--- src/rtl/call_stack.sv ---
// Return-address stack: top is combinational from the array, and push/pop/state updates take 1 cycle.
// There is no backpressure; a push when full or a pop when empty sets a sticky ovf/unf flag. Optional Z-flag save: CALL_STACK_ZSAVE_EN.
module call_stack #(
  parameter int AW    = 10,
  parameter int DEPTH = 8,
  localparam int IW   = $clog2(DEPTH),
  localparam int SPW  = $clog2(DEPTH) + 1
) (
  input  logic           clk_i,
  input  logic           rst_ni,
  input  logic           push_i,
  input  logic           pop_i,
  input  logic [AW-1:0]  ret_i,
  input  logic           clr_err_i,
`ifdef CALL_STACK_ZSAVE_EN
  input  logic           z_i,
  output logic           z_top_o,
`endif
  output logic [AW-1:0]  top_o,
  output logic [SPW-1:0] count_o,
  output logic           empty_o,
  output logic           full_o,
  output logic           ovf_o,
  output logic           unf_o
);

  logic [SPW-1:0] sp_q, sp_d, sp_m1;
  logic           ovf_q, ovf_d, unf_q, unf_d;
  logic           wr_en;
  logic [IW-1:0]  wr_idx;
  logic [AW-1:0]  mem_q [DEPTH];
  logic           empty, full;

  assign empty = (sp_q == '0);
  assign full  = (sp_q == SPW'(DEPTH));
  assign sp_m1 = sp_q - SPW'(1);

  always_comb begin
    sp_d   = sp_q;
    ovf_d  = ovf_q & ~clr_err_i;
    unf_d  = unf_q & ~clr_err_i;
    wr_en  = 1'b0;
    wr_idx = sp_q[IW-1:0];
    if (push_i && pop_i) begin
      wr_en = 1'b1;
      if (empty) begin
        wr_idx = '0;
        sp_d   = SPW'(1);
      end else begin
        // Tail-call replace: overwrite the top entry in place, legal even when full.
        wr_idx = sp_m1[IW-1:0];
      end
    end else if (push_i) begin
      if (full) begin
        ovf_d = 1'b1;
      end else begin
        wr_en = 1'b1;
        sp_d  = sp_q + SPW'(1);
      end
    end else if (pop_i) begin
      if (empty) unf_d = 1'b1;
      else       sp_d  = sp_m1;
    end
  end

  always_ff @(posedge clk_i or negedge rst_ni) begin
    if (!rst_ni) begin
      sp_q  <= '0;
      ovf_q <= 1'b0;
      unf_q <= 1'b0;
    end else begin
      sp_q  <= sp_d;
      ovf_q <= ovf_d;
      unf_q <= unf_d;
    end
  end

  // Array is deliberately unreset; stale entries are hidden by the empty mask on top.
  always_ff @(posedge clk_i) begin
    if (wr_en) mem_q[wr_idx] <= ret_i;
  end

  assign top_o   = empty ? '0 : mem_q[sp_m1[IW-1:0]];
  assign count_o = sp_q;
  assign empty_o = empty;
  assign full_o  = full;
  assign ovf_o   = ovf_q;
  assign unf_o   = unf_q;

`ifdef CALL_STACK_ZSAVE_EN
  logic z_mem_q [DEPTH];

  always_ff @(posedge clk_i) begin
    if (wr_en) z_mem_q[wr_idx] <= z_i;
  end

  assign z_top_o = empty ? 1'b0 : z_mem_q[sp_m1[IW-1:0]];
`endif

endmodule

--- config.mk ---
export PLATFORM = sky130hd
export DESIGN_NAME = call_stack
export DESIGN_NICKNAME = d
export VERILOG_FILES = /design/src/rtl/call_stack.sv
export SDC_FILE = /design/constraint.sdc
export NUM_CORES = 1
export LEC_CHECK = 0
export ABC_AREA = 1
export ABC_CLOCK_PERIOD_IN_PS = 3000
export CELL_PAD_IN_SITES_DETAIL_PLACEMENT = 0
export CELL_PAD_IN_SITES_GLOBAL_PLACEMENT = 1
export CORE_ASPECT_RATIO = 1.1
export CORE_MARGIN = 3
export CORE_UTILIZATION = 38
export CTS_CLUSTER_DIAMETER = 50
export DETAILED_ROUTE_END_ITERATION = 12
export PLACE_DENSITY_LB_ADDON = 0.25
export SLEW_MARGIN = 15
export SYNTH_ARGS = -nofsm -noshare
export SYNTH_HDL_FRONTEND = slang
export SYNTH_SLANG_ARGS = --single-unit
--- constraint.sdc ---
create_clock -name clk_i -period 3 [get_ports clk_i]
set_clock_uncertainty 0.15 [all_clocks]
set_input_delay 0.75 -clock clk_i [delete_from_list [all_inputs] [get_ports clk_i]]
set_output_delay 0.75 -clock clk_i [all_outputs]
set_load 0.1 [all_outputs]
## Word-level counts from Yosys, hierarchy flattened

Memory sizes are Yosys's and may differ from the RTL's.
Index checks and enable logic that the tools add are counted.

- Register bits after elaboration: 6
- Latch bits: 0
- Bits in writable memories: 80
- Bits in read-only memories: 0
- Input bits: 15
- Output and inout port bits: 18
- Word-level logic and storage cells: 38
- Memories: 1

- Add/subtract/negate cells: 2
- Multipliers: 0
- Divide/modulo/power cells: 0
- Magnitude comparators: 0
- Equality and inequality tests: 4
- Shifts and indexed selects: 0
- Muxes and demuxes: 21
- Bitwise operators: 3
- Reductions and logical operators: 4

Memory list:

| memory | depth | width | rd ports | clocked after memory_dff | write ports | line | RTL |
|---|---|---|---|---|---|---|---|
| mem_q | 8 | 10 | 1 | 0 | 1 | 31 | `logic [AW-1:0] mem_q [DEPTH];` |

Operators by type and width:

| operator | number |
|---|---|
| 4-bit 2-to-1 mux | 6 |
| 1-bit 2-to-1 mux | 12 |
| 10-bit 2-to-1 mux | 1 |
| 3-bit 2-to-1 mux | 2 |
| 3-bit by 2-bit != test with 1-bit output, second input constant | 2 |
| 4-bit by 1-bit adder with 4-bit output, second input constant | 1 |
| 4-bit == test, second input constant | 1 |
| 4-bit zero test | 1 |
| 4-bit AND reduction | 1 |
| 4-bit by 1-bit subtractor with 4-bit output, second input constant | 1 |
| 3-bit nonzero test | 1 |
| 1-bit bitwise AND | 2 |
| 2-bit != test, second input constant | 1 |
| 1-bit logical AND | 1 |
| 1-bit inverter | 1 |

## Longest topological paths before layout

- Depth in word-level cells: 6
- Gate-level depth with buffers: 12
- Mapped depth without buffers: 10

## Worst setup path before layout

OpenSTA, ideal clock, no wires.

- Path kind: register -> output
- Start point: register sp_q[0], in the netlist count_o[0]
- End point: output top_o[9]
- Arrival time: 3.490 ns
- Setup slack: -1.390 ns
- Cell stages (with the launch flop): 11
- Cells stage by stage: dfrtp_1 > buf_6 > inv_2 > buf_4 > ha_1 > inv_1 > clkbuf_1 > nand2_1 > nand3_1 > nand2_1 > nor2_1

- Cells in the longest elaborated chain, start to end: 3
- Elaborated cells on any way between the ends: 4

RTL lines:

| element | line | RTL |
|---|---|---|
| start: declaration | 27 | `logic [SPW-1:0] sp_q, sp_d, sp_m1;` |
| start signal: assignment | 72 | `sp_q <= sp_d;` |
| 4-bit by 1-bit subtractor with 4-bit output | 36 | `assign sp_m1 = sp_q - SPW'(1);` |
| memory read 8 x 10 bit | n/a |  |
| 10-bit 2-to-1 mux * | 83 | `assign top_o = empty ? '0 : mem_q[sp_m1[IW-1:0]];` |
| end: declaration | 19 | `output logic [AW-1:0] top_o,` |

Every way passes the cells marked *; elsewhere a longest branch is shown, timed or not.

## Worst setup path after layout

- Start point: register sp_q[0], in the netlist count_o[0]
- End point: output top_o[0]

Same word-level chain as after synthesis.

==> out/results.txt <==
Detailed Place HPWL: 6133 µm
Post-synth top cells: nand2_1, edfxtp_1, nor2_1
Final core utilization: 49.45%
Critical-path cell list: inv_4 -> ha_2 -> nand2_1 -> nand2_4 -> buf_4 -> o21ai_1 -> nor2_1 -> nor2_4 -> buf_12
Synth top area share: 61.78%
Asr flop ratio synth: 6.977%
Peak fanout along the critical path: 8
Grt ovf: 0
Syn avg cell area: 10.02 µm²
Synth Register Bits: 86
I/O Buffers: 32
Crit path DAT: 2010 ps
Via Count: 2781
Num CTS Buffers: 9
PnR worst setup slack: 91.92 ps
Reg clk slew, reported paths: 90 ps
Fill cells: 895
Final Wtd Congestion: 0.8176
Worst skew pair latency: 350 ps
Number of DRC markers in iteration 0: 178
Final period util: 96.94%
Status: finished, final reports clean
Cell Rows: 38
Area grow syn2layout: 26.35%
Bufs on Longest Clock Path: 2
Vias/cell: 4.966
Worst Tran Pin Value: 372.3 ps
DIE WIDTH: 102.5 µm
Initial antenna violation count: 0
Min cycle time layout: 2908 ps
Sink Count: 86
Min-delay worst type: reg2reg
CP delay by family, top: flip-flops
Synth Flop Type: edfxtp_1
Die ar.: 11480 µm²
CP max stage delay: 500 ps
Drt pass-1 iters: 5
GRT Resource Usage Total: 17.08%
DRC violations left: 0
Hold Path Stages: 2
Synth cell types: 21
Sequential area share after synthesis: 65.64%
Final setup violation count: 0
RR Endpoint: mem_q[3][2]
Biggest area consumer among synthesized cells: edfxtp_1
Largest net degree at the start of global routing: 47
RSZ-0062 raised after global routing: yes
Placement Setup Slack: 218.5 ps
First-pass GRT wire length: 14690 µm
Vert. Die Dim: 112.1 µm
Max-slew headroom: 75.11%
Final Max Tran Viols: 0
CP endpoint kind: output port
Initial core utilization: 39.13%
Routed WL: 9190 µm
Syn nets: 406
Mapped Area: 3889 µm²
Synth area leaders: edfxtp_1, nand2_1, nor2_1
Synth Warn #: 0
Req. time, crit path: 2100 ps
H-Tree Depth: 3
Antenna Nets Post-Route: 0
Layout cells sized above 1: 20.23%
Most frequent cell after synthesis: nand2_1
CTS root buf: clkbuf_8
Core ar.: 9937 µm²
Worst setup path class: reg2out
CP Launch Type: flip-flop
Number of flops mapped to enable cells by yosys: 80
Routed len/inst: 16.41 µm
Max-cap violation count: 0
CTS tree: built
R2R cell count: 12
Number of diodes: 0
Max Clk Rate: 343.9 MHz
Final nets: 453
Flop2flop setup slack: 790 ps
Worst path slowest cell: dfrtp_4
Setup tns final: 0 ps
I/O pins: 33
Vias in the first global route: 2842
Reg-to-Reg Start: count_o[0]
Hold Crit Start: unf_o
Final Hold Fails: 0
Worst path buffer plus inverter count: 3
Mapped Cells: 388
Hold EP: unf_o
layer usage:
layer	share of wire (%)	global-route usage [%]	up-vias	routed length, µm
met5	0	0	-	0
met3	4.3	3.480	20	398
met1	44	23.35	1303	4059
li1	-	-	1365	-
met4	3.0	7.962	0	278
met2	48	26.06	93	4454
what timing repair did:
action,4_1_cts,5_1_grt
setup buffers,2,1
endpoints found under the setup margin,10,10
hold buffers,0,0
resized for setup,3,14
pin swaps,2,3
state kept, by name, summed over array words and instances (netlist names):
name     cells
count_o      4
mem_q       80
ovf_o        1
unf_o        1
final cells by class:
class	instances	area (µm²)	area share [%]
clock buffer	10	127.6	2.597
clock inverter	6	133.9	2.725
inverter	36	148.9	3.030
multi-input combinational	250	1204	24.50
sequential	86	2559	52.08
tap	120	150.1	3.056
timing repair buffer	52	590.6	12.02
worst reg2reg max path: cells and delay by family (launching register included):
| family | cells | cell delay, ps |
|---|---|---|
| fa+ha+maj | 1 | 180 |
| simple gates | 7 | 560 |
| flops | 1 | 500 |
| buf+inv | 4 | 520 |
how the worst max path moves through the flow:
stage / from / end / slack [ps] / cells past startpoint
finish: count_o[0] / top_o[0] / 90 / 9
global route: count_o[0] / top_o[2] / -2 / 9
CTS: count_o[0] / top_o[4] / 4 / 6
detailed placement: push_i / mem_q[2][7] / 220 / 8
global placement: push_i / mem_q[3][3] / 200 / 8
floorplan: count_o[0] / top_o[2] / -3 / 10
metrics by stage:
| step | std cells | hold slack, ps | area (µm²) |
|---|---|---|---|
| finish | 560 | 350.9 | 4913 |
| global route | 560 | 408.2 | 4913 |
| CTS | 559 | 360.4 | 4867 |
| detailed placement | 541 | 338.2 | 4579 |
| global placement | 541 | 324.6 | 4579 |
| floorplan | 388 | 304.4 | 4021 |
kinds of logic after synthesis:
family                     Yosys count  synth area share (%)
AOI/OAI and AO/OA                   34                 4.472
adders and majority gates            3                0.9654
buffers and inverters               52                 6.306
DFF                                 86                 65.64
and+or+nand+nor                    213                 22.62
cells in the final DEF (no fill, tap or decap), drive strengths merged:
| cell type | Yosys | routed |
|---|---|---|
| dfrtp | 6 | 6 |
| clkinv | 1 | 3 |
| inv | 35 | 35 |
| clkbuf | 3 | 10 |
| nand4 | 1 | 1 |
| buf | 13 | 38 |
| nand2 | 118 | 118 |
| o21ai | 33 | 33 |
| nand3 | 30 | 30 |
| ha | 3 | 3 |
| nor2 | 64 | 64 |
| edfxtp | 80 | 80 |
| bufinv | 0 | 4 |
| a22o | 1 | 1 |
| clkdlybuf4s50 | 0 | 14 |
Power is not shown: default switching activity piles up to over one toggle a cycle in this logic, so the estimate is an artifact.
==> patch: new RTL, same flow settings <==
The option `CALL_STACK_ZSAVE_EN` is turned on by a define.
--- a/src/rtl/call_stack.sv
+++ b/src/rtl/call_stack.sv
@@ -1,5 +1,7 @@
 // Return-address stack: top is combinational from the array, and push/pop/state updates take 1 cycle.
 // There is no backpressure; a push when full or a pop when empty sets a sticky ovf/unf flag. Optional Z-flag save: CALL_STACK_ZSAVE_EN.
+`define CALL_STACK_ZSAVE_EN
+
 module call_stack #(
   parameter int AW    = 10,
   parameter int DEPTH = 8,
Ports: changed (added z_i and z_top_o); port bits go from 33 to 35. No check against the original RTL was run, so the function may have changed too.
==> patch against the original RTL <==
- routed wire length increased by 8.0%
- sequential cell count grew 8
- worst hold slack improved by 14 ps
- design area rose by 11%
- worst setup slack lost 47 ps
- highest routed layer unchanged
- largest cell class unchanged
- critical path type unchanged
- synthesized area rose by 9.3%
Power is not shown: default switching activity piles up to over one toggle a cycle in this logic, so the estimate is an artifact.
==> patch: results (changes against the original RTL) <==
| Metric | Value |
|---|---|
| Outcome | completed |
| Number of global-route vias before repair | 2,925 (+2.9%) |
| Vias | 2,997 (+7.8%) |
| EDFF count, synth | 88 (+10%) |
| GRT Resource Usage Total | 0.166 (-0.00519) |
| N_taps | 143 (+19%) |
| FF+latch count | 94 (+9.3%) |
| Final wirelength | 9930 um (+8.0%) |
| Max-Slew Margin vs Limit | 0.646 (-0.105) |
| # clk buffers | 9 (-1) |
| Multi-In Gates | 267 (+6.8%) |
| First-pass GRT wire length | 15,600 um (+6.2%) |
| Port buffer count | 34 (+6.3%) |
| Non-clock buffer share | 0.121 (+0.000670) |
| Sequential share of the synthesized area | 0.657 (+0.000680) |
| CP Max Fanout | 12 (+4) |
| Avg Inst Size Synth | 10.2 um2 (+1.7%) |
| Most frequent cells after synthesis | nand2_1, edfxtp_1, nor2_1 |
| Area contributors post-synth | edfxtp_1, nand2_1, nor2_1 |
| Pin count of the biggest net entering global routing | 51 (+8.5%) |
| Cell total after placement | 593 (+9.6%) |
| Top reg by flops | mem_q |
| Post-Synth Adder-Cell Area | 0.00883 (-0.000821) |
| Final cell count without fillers | 613 (+9.5%) |
| Crit path DAT | 2060 ps (+50 ps) |
| Syn Nets | 436 (+7.4%) |
| Detailed Place HPWL | 6200 um (+1.2%) |
| Filler instances | 994 (+11%) |
| GP Congestion | 0.758 (-7.4%) |
| Drt first-iter violations | 132 (-26%) |
| Final clock-cell share | 0.0646 (+0.0113) |
| Non-clk bufs | 55 (+5.8%) |
| Top Family by Delay on Critical Path | buffers and inverters |
| Nets | 484 (+6.8%) |
| Reg2reg start | count_o[0] |
| Hold_sp | ovf_o |
| Post-synth top area share | 0.622 (+0.00396) |
| First-pass iteration count of the detailed router | 6 (+1) |
| Non-CTS inverters | 38 (+5.6%) |
| FFs w/ async S/R, synth | 0.0638 (-0.00594) |
| CP startpoint kind | flop |
| Netlist cell types | 22 (+4.8%) |
| Root buffer cell | clkbuf_16 |
| Layout cells sized above 1 | 0.198 (-0.00440) |
| Multi-input combinational cell area | 1290 um2 (+7.0%) |
| Clk slew on worst S/H paths | 70 ps (-20 ps) |
| Seq. cell area | 2800 um2 (+9.5%) |
-- patch: changes by cell type in the layout (fill, tap and decap cells not counted), sizes merged --
cell,unedited run,this run
buf,38,39
bufinv,4,3
clkdlybuf4s50,14,15
clkinv,3,1
clkinvlp,0,1
edfxtp,80,88
inv,35,40
nand2,118,125
nand3,30,32
nor2,64,69
o21ai,33,36
-- patch: final timing paths --
kind	to	slack [ps]	cells after the start
setup / recovery	top_o[0]	40	9
hold / removal	ovf_o	360	1
setup reg to reg	mem_q[0][1]	630	9
hold reg to reg	ovf_o	360	1
max in group asynchronous	count_o[0]	1900	1
min in group asynchronous	count_o[3]	520	1
-- patch: what timing repair did --
action	4_1_cts	5_1_grt
pin swaps	1	1
setup buffers	2	1
cloned	0	1
hold buffers	0	0
endpoints found under the setup margin	11	11
resized for setup	11	9
-- patch: per-stage QoR --
stage               utilization  hold WS (ps)  setup slack [ps]  instance area (um2)
floorplan                     -           304              2.96                 4380
finish                    0.512           365              44.4                 5450
detailed placement        0.470           352               149                 5000
global route              0.512           398             -40.0                 5450
CTS                       0.508           367              5.31                 5400
global placement          0.470           334               179                 5000
-- patch: cells by family (layout without fill, tap and decap cells) --
kind of cell,after synthesis,after routing
AND/OR/NAND/NOR,227,227
flip-flops,94,94
buffers and inverters,56,109
AO/OA/AOI/OAI,37,37
adder cells (fa/ha/maj),3,3
-- patch: layer usage --
| layer | part of all wire | up-vias | GRT usage |
|---|---|---|---|
| met2 | 0.48 | 56 | 0.282 |
| met1 | 0.47 | 1458 | 0.217 |
| li1 | - | 1469 | - |
| met4 | 0.021 | 0 | 0.0648 |
| met5 | 0 | - | 0 |
| met3 | 0.029 | 14 | 0.0230 |
